==> config.mk <==
export PLATFORM = sky130hd
export DESIGN_NAME = text_line_manager
export DESIGN_NICKNAME = d
export VERILOG_FILES = /design/src/rtl/text_line_pkg.sv /design/src/rtl/text_cmd_decoder.sv /design/src/rtl/text_line_manager.sv
export SDC_FILE = /design/constraint.sdc
export NUM_CORES = 1
export LEC_CHECK = 0
export CAP_MARGIN = 20
export CORE_MARGIN = 8
export CORE_UTILIZATION = 45
export CTS_BUF_LIST = sky130_fd_sc_hd__clkbuf_8
export DETAILED_ROUTE_END_ITERATION = 10
export PLACE_DENSITY = 0.7
export SLEW_MARGIN = 20
export SYNTH_ARGS = -nofsm -noshare
export SYNTH_HDL_FRONTEND = slang
export SYNTH_HIERARCHICAL = 1
export SYNTH_SLANG_ARGS = --single-unit
==> constraint.sdc <==
create_clock -name system_clock -period 3.47 [get_ports system_clock]
set_input_delay 0.8675 -clock system_clock [delete_from_list [all_inputs] [get_ports system_clock]]
set_output_delay 0.8675 -clock system_clock [all_outputs]
set_load 0.05 [all_outputs]
==> src/rtl/text_line_pkg.sv <==
// ============================================================================
// text_line_pkg : shared constants and types for the text line manager
// Revision      : 1.0  initial release
// ============================================================================
`default_nettype none

package text_line_pkg;

  localparam logic [7:0] CH_BS      = 8'h08;
  localparam logic [7:0] CH_CR      = 8'h0D;
  localparam logic [7:0] CH_ESC     = 8'h1B;
  localparam logic [7:0] CH_FF      = 8'h0C;
  localparam logic [7:0] CH_FONT_UP = 8'h11;
  localparam logic [7:0] CH_FONT_DN = 8'h12;
  localparam logic [7:0] CH_COLOR   = 8'h13;
  localparam logic [7:0] CH_SPACE   = 8'h20;
  localparam logic [7:0] CH_TILDE   = 8'h7E;

  typedef enum logic [0:0] {
    IDLE  = 1'b0,
    CLEAR = 1'b1
  } state_t;

  typedef logic [1:0] attr_t;

  // One-hot command classes produced by the decoder
  localparam int CMD_W       = 8;
  localparam int CMD_PRINT   = 0;
  localparam int CMD_BS      = 1;
  localparam int CMD_CR      = 2;
  localparam int CMD_ESC     = 3;
  localparam int CMD_FONT_UP = 4;
  localparam int CMD_FONT_DN = 5;
  localparam int CMD_FF      = 6;
  localparam int CMD_COLOR   = 7;

  typedef logic [CMD_W-1:0] cmd_t;

endpackage

`default_nettype wire

==> src/rtl/text_cmd_decoder.sv <==
// ============================================================================
// text_cmd_decoder : classifies a received byte into a one-hot command class
// Build option     : TEXT_LINE_COLOR_EN enables the colour-cycle command
// Revision         : 1.0  initial release
// ============================================================================
`default_nettype none

module text_cmd_decoder
  import text_line_pkg::*;
(
  input  logic [7:0] data,
  output cmd_t       cmd
);

  always_comb begin
    cmd = '0;
    if (data >= CH_SPACE && data <= CH_TILDE) begin
      cmd[CMD_PRINT] = 1'b1;
    end else begin
      case (data)
        CH_BS:      cmd[CMD_BS]      = 1'b1;
        CH_CR:      cmd[CMD_CR]      = 1'b1;
        CH_ESC:     cmd[CMD_ESC]     = 1'b1;
        CH_FONT_UP: cmd[CMD_FONT_UP] = 1'b1;
        CH_FONT_DN: cmd[CMD_FONT_DN] = 1'b1;
        CH_FF:      cmd[CMD_FF]      = 1'b1;
`ifdef TEXT_LINE_COLOR_EN
        CH_COLOR:   cmd[CMD_COLOR]   = 1'b1;
`endif
        default:    cmd = '0;
      endcase
    end
  end

endmodule

`default_nettype wire

==> src/rtl/text_line_manager.sv <==
// ============================================================================
// text_line_manager : turns a UART byte stream into committed text lines
// Build option      : TEXT_LINE_COLOR_EN adds per-line colour index
// Revision          : 1.0  initial release
// ============================================================================
`default_nettype none

module text_line_manager
  import text_line_pkg::*;
#(
  parameter  int NUM_LINES       = 4,
  parameter  int MAX_LINE_LENGTH = 10,
  parameter  int MAX_FONT_SIZE   = 3,
  parameter  int MIN_FONT_SIZE   = 0,
  localparam int LEN_W           = $clog2(MAX_LINE_LENGTH + 1),
  localparam int IDX_W           = (NUM_LINES > 1) ? $clog2(NUM_LINES) : 1,
  localparam int TB_W            = NUM_LINES * MAX_LINE_LENGTH * 8
)(
  input  logic                       system_clock,
  input  logic                       system_reset_n,
  input  logic [7:0]                 data_received,
  input  logic                       received_flag,
  output logic [TB_W-1:0]            text_buffer,
  output logic [NUM_LINES*LEN_W-1:0] line_length,
  output logic [NUM_LINES*2-1:0]     line_font,
  output logic [NUM_LINES*2-1:0]     line_color,
  output logic [IDX_W-1:0]           active_line,
  output logic                       line_ready,
  output logic                       overflow,
  output logic                       busy
);

  localparam int                  c_line_w    = MAX_LINE_LENGTH * 8;
  localparam logic [LEN_W-1:0]    c_max_len   = LEN_W'(MAX_LINE_LENGTH);
  localparam logic [IDX_W-1:0]    c_last_line = IDX_W'(NUM_LINES - 1);
  localparam attr_t               c_max_font  = attr_t'(MAX_FONT_SIZE);
  localparam attr_t               c_min_font  = attr_t'(MIN_FONT_SIZE);
  localparam logic [c_line_w-1:0] c_blank     = {MAX_LINE_LENGTH{CH_SPACE}};

  // Incoming byte is registered first, so its effect lands one edge later
  logic                       r_rx_flag;
  logic [7:0]                 r_rx_data;
  state_t                     r_state;
  logic                       r_busy;
  logic [IDX_W-1:0]           r_clr_idx;
  logic [IDX_W-1:0]           r_active;
  logic [TB_W-1:0]            r_text;
  logic [NUM_LINES*LEN_W-1:0] r_len;
  logic [NUM_LINES*2-1:0]     r_font;
  logic [c_line_w-1:0]        r_edit;
  logic [LEN_W-1:0]           r_edit_len;
  attr_t                      r_cur_font;
  logic                       r_line_ready;
  logic                       r_overflow;
  cmd_t                       w_cmd;

`ifdef TEXT_LINE_COLOR_EN
  logic [NUM_LINES*2-1:0]     r_color;
  attr_t                      r_cur_color;
`else
  logic                       w_unused_color;
  assign w_unused_color = w_cmd[CMD_COLOR];
`endif

  text_cmd_decoder u_decoder (
    .data (r_rx_data),
    .cmd  (w_cmd)
  );

  always_ff @(posedge system_clock) begin
    if (!system_reset_n) begin
      r_rx_flag    <= 1'b0;
      r_rx_data    <= 8'h00;
      r_state      <= IDLE;
      r_busy       <= 1'b0;
      r_clr_idx    <= '0;
      r_active     <= '0;
      r_text       <= {NUM_LINES{c_blank}};
      r_len        <= '0;
      r_font       <= {NUM_LINES{c_min_font}};
      r_edit       <= c_blank;
      r_edit_len   <= '0;
      r_cur_font   <= c_min_font;
      r_line_ready <= 1'b0;
      r_overflow   <= 1'b0;
`ifdef TEXT_LINE_COLOR_EN
      r_color      <= '0;
      r_cur_color  <= '0;
`endif
    end else begin
      r_rx_flag    <= received_flag;
      r_rx_data    <= data_received;
      r_line_ready <= 1'b0;
      r_overflow   <= 1'b0;

      case (r_state)
        IDLE: begin
          if (r_rx_flag) begin
            if (w_cmd[CMD_PRINT]) begin
              if (r_edit_len < c_max_len) begin
                for (int c = 0; c < MAX_LINE_LENGTH; c++) begin
                  if (r_edit_len == LEN_W'(c)) r_edit[c*8 +: 8] <= r_rx_data;
                end
                r_edit_len <= r_edit_len + 1'b1;
              end else begin
                r_overflow <= 1'b1;
              end
            end

            if (w_cmd[CMD_BS] && (r_edit_len != '0)) begin
              for (int c = 0; c < MAX_LINE_LENGTH; c++) begin
                if (r_edit_len == LEN_W'(c + 1)) r_edit[c*8 +: 8] <= CH_SPACE;
              end
              r_edit_len <= r_edit_len - 1'b1;
            end

            if (w_cmd[CMD_CR]) begin
              for (int l = 0; l < NUM_LINES; l++) begin
                if (r_active == IDX_W'(l)) begin
                  r_text[l*c_line_w +: c_line_w] <= r_edit;
                  r_len[l*LEN_W +: LEN_W]        <= r_edit_len;
                  r_font[l*2 +: 2]               <= r_cur_font;
`ifdef TEXT_LINE_COLOR_EN
                  r_color[l*2 +: 2]              <= r_cur_color;
`endif
                end
              end
              r_line_ready <= 1'b1;
              r_active     <= (r_active == c_last_line) ? '0 : r_active + 1'b1;
              r_edit       <= c_blank;
              r_edit_len   <= '0;
            end

            if (w_cmd[CMD_ESC]) begin
              r_edit     <= c_blank;
              r_edit_len <= '0;
            end

            if (w_cmd[CMD_FONT_UP] && (r_cur_font < c_max_font)) r_cur_font <= r_cur_font + 1'b1;
            if (w_cmd[CMD_FONT_DN] && (r_cur_font > c_min_font)) r_cur_font <= r_cur_font - 1'b1;

`ifdef TEXT_LINE_COLOR_EN
            if (w_cmd[CMD_COLOR]) r_cur_color <= r_cur_color + 1'b1;
`endif

            if (w_cmd[CMD_FF]) begin
              r_state   <= CLEAR;
              r_busy    <= 1'b1;
              r_clr_idx <= '0;
            end
          end
        end

        CLEAR: begin
          if (r_rx_flag) r_overflow <= 1'b1;
          for (int l = 0; l < NUM_LINES; l++) begin
            if (r_clr_idx == IDX_W'(l)) begin
              r_text[l*c_line_w +: c_line_w] <= c_blank;
              r_len[l*LEN_W +: LEN_W]        <= '0;
              r_font[l*2 +: 2]               <= c_min_font;
`ifdef TEXT_LINE_COLOR_EN
              r_color[l*2 +: 2]              <= '0;
`endif
            end
          end
          // Last line wiped: leave with a fresh edit buffer and line pointer
          if (r_clr_idx == c_last_line) begin
            r_state    <= IDLE;
            r_busy     <= 1'b0;
            r_clr_idx  <= '0;
            r_active   <= '0;
            r_edit     <= c_blank;
            r_edit_len <= '0;
          end else begin
            r_clr_idx <= r_clr_idx + 1'b1;
          end
        end

        default: begin
          r_state <= IDLE;
          r_busy  <= 1'b0;
        end
      endcase
    end
  end

  assign text_buffer = r_text;
  assign line_length = r_len;
  assign line_font   = r_font;
  assign active_line = r_active;
  assign line_ready  = r_line_ready;
  assign overflow    = r_overflow;
  assign busy        = r_busy;

`ifdef TEXT_LINE_COLOR_EN
  assign line_color  = r_color;
`else
  assign line_color  = '0;
`endif

endmodule

`default_nettype wire

==> After elaboration in Yosys (flattened, before gate mapping) <==
Cells that the tools add are included.
{ "word_totals": {"in_bits": 11, "wordCells": 191, "reg_bits": 447, "out_inout_bits": 357} }
{ "classes": {"n_reduce_logical": 20, "n_addsub": 6, "n_eq_ne": 35, "n_lt_le_gt_ge": 5, "bitwise_logic": 3, "n_mux": 99} }
{ "ops": {"columns": ["cell", "count"], "rows": [
  ["$mux 80", 14],
  ["$mux 320", 2],
  ["$pmux 320 s2", 1],
  ["$mux 8", 22],
  ["$pmux 80 s2", 1],
  ["$mux 4", 14],
  ["$mux 16", 2],
  ["$mux 2", 16],
  ["$pmux 16 s2", 1],
  ["$eq 8x4->1 const B", 3],
  ["$eq 8x5->1 const B", 3],
  ["$reduce_and 4->1", 5],
  ["$mux 1", 18],
  ["$eq 4x3->1 const B", 4],
  ["$pmux 8 s2", 1],
  ["$eq 4x4->1 const B", 3],
  ["$ne 2x1->1 const B", 6],
  ["$ne 2x2->1 const B", 5],
  ["$reduce_and 3->1", 3],
  ["$eq 2x2->1 const B", 4],
  ["$eq 4x2->1 const B", 2],
  ["$ge 8x6->1 const B", 1],
  ["$le 8x7->1 const B", 1],
  ["$pmux 2 s2", 2],
  ["22 further kinds", 34]
]} }

==> Longest topological paths before layout <==
Gate-level depths: netlist (run 1).
{ "depth": {"word_depth": 10, "mapped_depth": 8, "ltp_nobuf": 6} }

==> By module <==
Netlist (run 1), hierarchy kept.
{ "modules_own_cells": {"columns": ["mod", "area_each_um2", "seq_area_each_um2", "instances", "cells_per_inst"], "rows": [
  ["text_line_manager", 16688.5, 8948.6, 1, 1931],
  ["text_cmd_decoder", 138.9, 0.0, 1, 17]
]} }

==> Worst setup path after synthesis (run 1) <==
OpenSTA, ideal clock, no wires.
{ "synth_timing": {"path_type": "reg2reg", "from": "register r_rx_data[2]", "to": "register r_edit_len[1]", "t_required_ns": 3.378, "stages_incl_launch_ff": 8, "n_path_buf": 1, "setup_ns": 0.092, "period_less_slack_ns": 2.150, "arrival_time_ns": 2.058, "setup_slack_ns": 1.320, "cell_sequence": "dfxtp_1 -> or4_4 -> nor2b_1 -> clkbuf_1 -> nor2_1 -> a311oi_2 -> nand2_1 -> o32ai_1"} }
{ "synth_via": {"elab_chain_len": 9, "word_cells_on_any_way": 20, "classes_between": "order compare: 2; eq/ne: 5; mux: 10; reduce/logical: 3"} }
{ "synth_rtl": {"columns": ["item", "line", "rtl"], "rows": [
  ["start: declaration", "text_line_manager.sv:42", "logic [7:0] r_rx_data;"],
  ["start signal: assignment", "text_line_manager.sv:92", "r_rx_data <= data_received;"],
  ["$ge 8x6->1 (tied with other cells)", "text_cmd_decoder.sv:17", "if (data >= CH_SPACE && data <= CH_TILDE) begin"],
  ["$logic_and 1x1->1 or $mux 1 (tied branches)", "text_cmd_decoder.sv:17, text_cmd_decoder.sv:20", null],
  ["$mux 6 (*)", "text_cmd_decoder.sv:17", null],
  ["net w_cmd[1]", "text_line_manager.sv:55", "cmd_t w_cmd;"],
  ["$logic_and 1x1->1 (*)", "text_line_manager.sv:110", "if (w_cmd[CMD_BS] && (r_edit_len != '0)) begin"],
  ["$mux 4", "text_line_manager.sv:110", null],
  ["$mux 4", "text_line_manager.sv:117", "if (w_cmd[CMD_CR]) begin"],
  ["$mux 4", "text_line_manager.sv:134", "if (w_cmd[CMD_ESC]) begin"],
  ["$mux 4", "text_line_manager.sv:98", "if (r_rx_flag) begin"],
  ["$pmux 4 s2", "text_line_manager.sv:96", "case (r_state)"],
  ["end signal: assignment", "text_line_manager.sv:104", "r_edit_len <= r_edit_len + 1'b1;"],
  ["end signal: assignment", "text_line_manager.sv:114", "r_edit_len <= r_edit_len - 1'b1;"],
  ["end: declaration", "text_line_manager.sv:51", "logic [LEN_W-1:0] r_edit_len;"]
]} }
Mark *: on every way through the listed nets, which the timed path passes. The rest lies on a longest branch. The select of a mux whose other input is x is not followed.
A chain may end at the register's enable or synchronous reset.

==> Worst setup path after layout (run 1) <==
{ "layout_timing": {"from": "register r_rx_data[2]", "to": "register r_edit_len[3]"} }
The elaborated chain is that of the path after synthesis.

==> flow_summary.yaml, run 1 <==
sta:
  final_hold_viol_count: 0
  maxSlewHeadroom_pct: 27.5
  rsz0062_at_grt: "no"
  timing.setup.tns_ps: 0
  post-route-min-period_ps: 2870
  min_period_over_period_pct: 82.6
  timing_worst_slew_pin_value_ps: 1090
  finalSetupViolCount: 0
  slew_violations: 0
  final.setup_skew_ps: 23.4
  max_freq_ghz: 0.349
grt:
  initial_antenna_violation_count: 0
  grt_pass1_wl_um: 84800
  grt_start_max_net_pins: 103
  global_route.overflow_total: 0
  first_global_vias: 14600
  all_layer_global_routing_usage_pct: 24.1
critical_path:
  rr_endpoint: "r_edit_len[3]"
  critical_path_class: "flop to flop"
  worst-r2r-setup-slack_ps: 600
  setup.worst_path.end_class: "flop"
  arrival_ps: 3320
  start_kind: "flop"
  critical_path.max_fanout: 14
  worst-r2r-cell-count: 7
  cp.required_ps: 3920
  crit-reg2reg-launch: "r_rx_data[2]"
  critPathLaunch: "r_rx_data[2]"
  timing.critical_path.to: "r_edit_len[3]"
clocking:
  ctsHoldBuffers: 0
  ctsHtreeMaxLevel: 3
  ctsRootBufferMaster: "sky130_fd_sc_hd__clkbuf_8"
  tritoncts: "built"
  cts.clk_slew.worst_paths_ps: 70
  cts_setup_buffers: 0
  clock_insertion_delay_worst_skew_ps: 610
  post_cts.resized_instances: 0
  cts_buffers: 73
  tritoncts_num_sinks: 447
  clock_path_buffers: 3
logic_synthesis:
  count_of_mapped_cells_out_of_synthesis: 1946
  synthesis.yosys.warnings: 6
  synthesis.area_per_instance_um2: 8.64
  syn-cell-area_um2: 16800
detailed_routing:
  ant_nets: 0
  met3RoutedLength_um: 4170
  detailroute.via_count: 14700
  highest-signal-layer: "met4"
  number_of_drc_markers_after_the_initial_detailed_route_iteration: 923
  wirelength_um: 54500
  mean_routed_wirelength_per_cell_um: 19.5
  met2_length_um: 26000
  detailedRoute.firstPassIterationCount: 5
  met1Wirelength_um: 22400
  viasPerCell: 5.24
  remaining_drc_errors: 0
job:
  max_cap_violations: 0
cells_and_area:
  flow.area_growth_from_synthesis_pct: 32.5
  post_route_cells_drive_above_1_share_pct: 7.52
  most_common_cell_after_layout_fill_and_taps_aside: "sky130_fd_sc_hd__nand2_1"
  final_net_count: 2291
  layout.core_utilization_pct: 59.9
  most_used_cells_in_the_layout_excluding_fill_and_tap_cells: "sky130_fd_sc_hd__nand2_1, sky130_fd_sc_hd__dfxtp_1, sky130_fd_sc_hd__clkdlybuf4s50_1"
die:
  die_area_um2: 43800
  floorplan_core_area_um2: 37200
  die_x_um: 209
  pin_count: 368
  die-height_um: 209
  floorplan.rows: 71
  initial_utilization_pct: 45.2
placement:
  io_buffers: 359
  gpl.final_weighted_congestion: 0.822
  dp_hpwl_um: 36100
pwr:
  pleak_nw: 8.29
  vdd_ir_drop_max_mv: 0.323
  cellPowerDensity_nw_per_um2: 459
  power.total_mw: 10.2
min_path:
  hold_path.class: "flop to flop"
run_status:
  status: "finished clean"
-- critical path, cell delays in order (launching register included) --
cell	delay (ps)
sky130_fd_sc_hd__dfxtp_1	310
sky130_fd_sc_hd__buf_4	190
sky130_fd_sc_hd__or4_4	570
sky130_fd_sc_hd__nor2b_1	600
sky130_fd_sc_hd__inv_1	190
sky130_fd_sc_hd__o41ai_1	560
sky130_fd_sc_hd__a211o_1	210
sky130_fd_sc_hd__a31oi_1	80
-- per-stage QoR --
step	cell area [µm²]	hold WS, ps	cells	worst slack [ps]
floorplan	16800	454	1953	1320
global placement	20700	437	2667	745
detailed placement	20700	443	2667	731
CTS	22300	451	2800	657
global route	22300	465	2800	384
finish	22300	447	2801	603
-- power by group --
part	switching [mW]	total (mW)	internal (mW)
Sequential	0.00978	5.15	5.14
Combinational	0.171	0.223	0.0526
Clock	2.09	4.86	2.77
-- worst min-delay path by stage --
stage                             endpoint  slack (ps)             start  depth (start not counted)
after global placement      line_length[9]         440    line_length[9]                          2
after detailed placement  text_buffer[159]         440  text_buffer[159]                          2
final                     text_buffer[159]         450  text_buffer[159]                          2
after global routing      text_buffer[153]         460  text_buffer[153]                          2
after floorplan              r_cur_font[1]         450     r_cur_font[1]                          2
after CTS                 text_buffer[159]         450  text_buffer[159]                          2
-- area by class of cell --
class / count / area (µm²)
timing repair buffer: 384 / 3890
antenna: 1 / 2.50
fill: 3291 / 14900
sequential: 447 / 8950
multi-input combinational: 1350 / 7200
clock inverter: 34 / 225
inverter: 12 / 52.6
tap: 474 / 593
clock buffer: 99 / 1360
-- state kept, by name (all words and copies together) (netlist names), 2 cells and up --
signal	count
text_buffer	320
r_edit	80
line_length	16
line_font	8
r_rx_data	8
r_edit_len	4
active_line	2
r_clr_idx	2
r_cur_font	2
-- metal layers --
layer / vias to the layer above / track usage (%)
met5: - / 0
met4: 0 / 10.2
met3: 113 / 6.19
met2: 545 / 40.2
met1: 6996 / 29.3
li1: 7033 / -
(Power assumes the default switching activity.)
==> run 2: changes to the inputs <==
- clock period: 3.47 -> 2.9 ns (I/O delays scaled with it)
==> flow_summary.yaml, run 2 (synthesized netlist as in run 1, its figures left out) <==
run_status:
  status: "finished clean"
detailed_routing:
  viasPerCell: 5.23
  wirelength_um: 55500
  number_of_drc_markers_after_the_initial_detailed_route_iteration: 868
  mean_routed_wirelength_per_cell_um: 19.8
  remaining_drc_errors: 0
  detailroute.via_count: 14700
  detailedRoute.firstPassIterationCount: 5
  ant_nets: 0
critical_path:
  setup.worst_path.end_class: "flop"
  cp.required_ps: 3410
  path_buf_inv: 1
  path_cells: "or4_4, nor2b_1, inv_1, a311oi_2, nand2_1, o32ai_1"
  crit_path_top_delay_cell: "sky130_fd_sc_hd__or4_4"
  crit_path_max_incr_delay_ps: 600
  critical_path_class: "flop to flop"
  timing.critical_path.max_delay_family: "simple AND/OR/NAND/NOR gates"
  start_kind: "flop"
  critical_path.max_fanout: 9
  arrival_ps: 3230
sta:
  slew_violations: 0
  rsz0062_at_grt: "no"
  timing.setup.tns_ps: 0
  final.setup_skew_ps: 20.8
  max_freq_ghz: 0.367
  finalSetupViolCount: 0
  timing.final.ws_setup_ps: 178
  min_period_over_period_pct: 93.8
  post-route-min-period_ps: 2720
  final_hold_viol_count: 0
  timing_worst_slew_pin_value_ps: 1110
  maxSlewHeadroom_pct: 25.7
clocking:
  tritoncts: "built"
  ctsHoldBuffers: 0
  ctsRootBufferMaster: "sky130_fd_sc_hd__clkbuf_8"
  tritoncts_num_sinks: 447
  ctsHtreeMaxLevel: 3
  cts_buffers: 74
  clock_insertion_delay_worst_skew_ps: 620
  cts_setup_buffers: 0
  cts.clk_slew.worst_paths_ps: 60
  post_cts.resized_instances: 0
  clock_path_buffers: 3
placement:
  dp_hpwl_um: 37600
  dpl_cell_area_um2: 20800
  gpl.final_weighted_congestion: 0.871
  dpl.cell_count: 2683
  io_buffers: 359
  detailedPlace.worstSlack_ps: 108
grt:
  initial_antenna_violation_count: 0
  first_global_vias: 14400
  global_route.overflow_total: 0
  grt_pass1_wl_um: 83400
  grt_start_max_net_pins: 86
  all_layer_global_routing_usage_pct: 23.8
pwr:
  p_comb_share_pct: 2.4
  pleak_nw: 8.29
  power.clock.fraction_pct: 45.1
  int_pwr_mw: 9.05
  switching_power_mw: 2.70
  sequentialPowerShare_pct: 52.5
  cellPowerDensity_nw_per_um2: 528
  swShare_pct: 23.0
  vdd_ir_drop_max_mv: 0.341
cells_and_area:
  largest_register_ff_count: 320
  flow.area_growth_from_synthesis_pct: 32.4
  stdcell_count: 2809
  post_route_cells_drive_above_1_share_pct: 7.49
  multiInputGateArea_um2: 7230
  post-route-cell-area_um2: 22300
  fillers: 3244
  diodes: 0
  most_common_cell_after_layout_fill_and_taps_aside: "sky130_fd_sc_hd__nand2_1"
  final_net_count: 2310
  most_used_cells_in_the_layout_excluding_fill_and_tap_cells: "sky130_fd_sc_hd__nand2_1, sky130_fd_sc_hd__dfxtp_1, sky130_fd_sc_hd__clkdlybuf4s50_1"
  reg_area_um2: 8950
die:
  floorplan.rows: 71
  die-height_um: 209
  die_x_um: 209
  pin_count: 368
  initial_utilization_pct: 45.2
  floorplan_core_area_um2: 37200
  die_area_um2: 43800
min_path:
  hold_path.class: "flop to flop"
job:
  max_cap_violations: 0
[run 2: worst paths after layout]
check	from	end	slack (ps)	cells past startpoint
max	r_rx_data[7]	r_edit_len[2]	180	6
max reg2reg	r_rx_data[7]	r_edit_len[2]	180	6
min reg2reg	text_buffer[161]	text_buffer[161]	450	2
min	text_buffer[161]	text_buffer[161]	450	2
[run 2: metal layers]
layer,global-route usage [%],vias up,wire [µm]
met2,39.1,549,25600
met3,6.91,141,4690
met4,10.1,0,2250
met1,28.8,6943,23000
met5,0,-,0
li1,-,7063,-
[run 2: cell type report]
type	instances	share of cell area, %
multi-input combinational	1352	32.5
tap	474	2.66
clock buffer	88	5.44
sequential	447	40.2
timing repair buffer	400	18.1
clock inverter	36	0.849
inverter	12	0.236
[run 2: through the flow]
stage	total power [mW]	util [%]	hold WS [ps]
after global routing	12.2	59.8	468
final	11.8	59.8	447
after global placement	6.58	56.0	437
after detailed placement	6.58	56.0	443
after floorplan	6.48	-	454
after CTS	11.9	59.7	450
[run 2: power groups by stage]
stage / clock network [mW] / logic (mW) / registers (mW)
detailed placement: 0 / 0.275 / 6.30
floorplan: 0 / 0.187 / 6.29
CTS: 5.43 / 0.276 / 6.17
global route: 5.70 / 0.294 / 6.17
global placement: 0 / 0.275 / 6.30
finish: 5.30 / 0.279 / 6.17
[run 2: worst min-delay path, cell delays in order (launching register included)]
cell and delay (ps):
sky130_fd_sc_hd__dfxtp_1 300, sky130_fd_sc_hd__nand2_1 50, sky130_fd_sc_hd__a21oi_1 50
==> run 3: changes to the inputs <==
- CELL_PAD_IN_SITES_DETAIL_PLACEMENT: not set -> 1
- CELL_PAD_IN_SITES_GLOBAL_PLACEMENT: not set -> 1
- CORE_UTILIZATION: 45 -> 39
- PLACE_DENSITY: 0.7 -> 0.8
==> flow_summary.yaml, run 3 (synthesized netlist as in run 1, its figures left out) <==
run_status:
  status: "finished clean"
die:
  initial_utilization_pct: 39.3
  floorplan.rows: 76
  die_area_um2: 50000
  pin_count: 368
  die-height_um: 224
  die_x_um: 224
  floorplan_core_area_um2: 42800
job:
  max_cap_violations: 0
placement:
  gpl.final_weighted_congestion: 0.813
  dp_hpwl_um: 40900
  detailedPlace.worstSlack_ps: 408
  io_buffers: 359
  dpl.cell_count: 2749
  dpl_cell_area_um2: 20900
grt:
  first_global_vias: 15900
  global_route.overflow_total: 0
  grt_pass1_wl_um: 94100
  all_layer_global_routing_usage_pct: 23.7
  grt_start_max_net_pins: 89
  initial_antenna_violation_count: 5
sta:
  max_freq_ghz: 0.369
  post-route-min-period_ps: 2710
  timing.setup.tns_ps: 0
  timing_worst_slew_pin_value_ps: 1100
  timing.final.ws_setup_ps: 188
  final.setup_skew_ps: 32.0
  final_hold_viol_count: 0
  rsz0062_at_grt: "no"
  min_period_over_period_pct: 93.5
  slew_violations: 0
  finalSetupViolCount: 0
  maxSlewHeadroom_pct: 27.0
critical_path:
  start_kind: "flop"
  setup.worst_path.end_class: "primary output"
  path_cells: "clkdlybuf4s50_1"
  path_buf_inv: 1
  cp.required_ps: 2170
  arrival_ps: 1990
  crit_path_top_delay_cell: "sky130_fd_sc_hd__clkdlybuf4s50_1"
  crit_path_max_incr_delay_ps: 910
  timing.critical_path.max_delay_family: "buffers and inverters"
  critical_path_class: "flop to primary output"
  critical_path.max_fanout: 6
detailed_routing:
  detailedRoute.firstPassIterationCount: 6
  remaining_drc_errors: 0
  mean_routed_wirelength_per_cell_um: 21.2
  ant_nets: 0
  wirelength_um: 61400
  detailroute.via_count: 15000
  number_of_drc_markers_after_the_initial_detailed_route_iteration: 850
  viasPerCell: 5.19
cells_and_area:
  multiInputGateArea_um2: 7200
  most_used_cells_in_the_layout_excluding_fill_and_tap_cells: "sky130_fd_sc_hd__nand2_1, sky130_fd_sc_hd__dfxtp_1, sky130_fd_sc_hd__clkdlybuf4s50_1"
  flow.area_growth_from_synthesis_pct: 33.3
  reg_area_um2: 8950
  stdcell_count: 2889
  most_common_cell_after_layout_fill_and_taps_aside: "sky130_fd_sc_hd__nand2_1"
  final_net_count: 2305
  post_route_cells_drive_above_1_share_pct: 7.66
  fillers: 4964
  post-route-cell-area_um2: 22400
  largest_register_ff_count: 320
clocking:
  tritoncts_num_sinks: 447
  ctsHoldBuffers: 0
  clock_path_buffers: 3
  cts_setup_buffers: 0
  ctsHtreeMaxLevel: 3
  cts_buffers: 76
  tritoncts: "built"
  clock_insertion_delay_worst_skew_ps: 630
  ctsRootBufferMaster: "sky130_fd_sc_hd__clkbuf_8"
  post_cts.resized_instances: 0
  cts.clk_slew.worst_paths_ps: 60
min_path:
  hold_path.class: "flop to flop"
pwr:
  cellPowerDensity_nw_per_um2: 539
  pleak_nw: 8.33
  vdd_ir_drop_max_mv: 0.321
[run 3: cell count changes in the layout (fill, tap and decap cells not counted), sizes merged]
cell / previous run / this run
a21boi: 2 / 1
buf: 42 / 37
bufinv: 1 / 0
clkbuf: 88 / 99
clkinv: 3 / 5
diode: 0 / 5
inv: 40 / 38
o21a: 5 / 4
[run 3: area by class of cell]
class	count	share of cell area [%]
Clock inverter	35	0.698
Timing Repair Buffer	395	17.8
Antenna cell	5	0.0558
Inverter	12	0.234
Clock buffer	99	6.08
Sequential cell	447	39.9
Tap cell	546	3.05
Multi-Input combinational cell	1350	32.1
[run 3: through the flow]
step | utilization (%) | total power [mW] | hold WS, ps
after global placement | 48.8 | 6.58 | 439
after floorplan | - | 6.48 | 454
after detailed placement | 48.8 | 6.58 | 447
final | 52.4 | 12.1 | 452
after global routing | 52.4 | 12.5 | 467
after CTS | 52.3 | 12.2 | 455
[run 3: worst register-to-register path, stage by stage, from the launching register on]
cell and delay, ps:
sky130_fd_sc_hd__dfxtp_1 450, sky130_fd_sc_hd__or4_4 640, sky130_fd_sc_hd__nor2b_1 330, sky130_fd_sc_hd__buf_4 230, sky130_fd_sc_hd__a31oi_1 90, sky130_fd_sc_hd__o21ai_1 550
sky130_fd_sc_hd__nor2_1 110
[run 3: power breakdown]
part / switching, mW / leakage, nW / total (mW) / internal (mW)
clock: 2.57 / 0.871 / 5.62 / 3.05
combinational: 0.216 / 3.85 / 0.284 / 0.0687
sequential: 0.0166 / 3.60 / 6.17 / 6.15
total: 2.80 / 8.33 / 12.1 / 9.27
[run 3: final timing paths]
kind	from	to	slack (ps)	cells after the start
hold / removal	text_buffer[246]	text_buffer[246]	450	2
setup reg to reg	r_rx_data[2]	r_edit[24]	350	6
setup / recovery	active_line[0]	active_line[0]	190	1
hold reg to reg	text_buffer[246]	text_buffer[246]	450	2
[run 3: layer usage]
layer	track usage, %	up-vias	routed length (µm)	share of wire, %
met2	41.1	389	30200	49
li1	-	7054	-	-
met1	27.3	7452	25000	41
met4	9.37	0	2130	3.5
met3	6.74	113	3940	6.4
met5	0	-	0	0
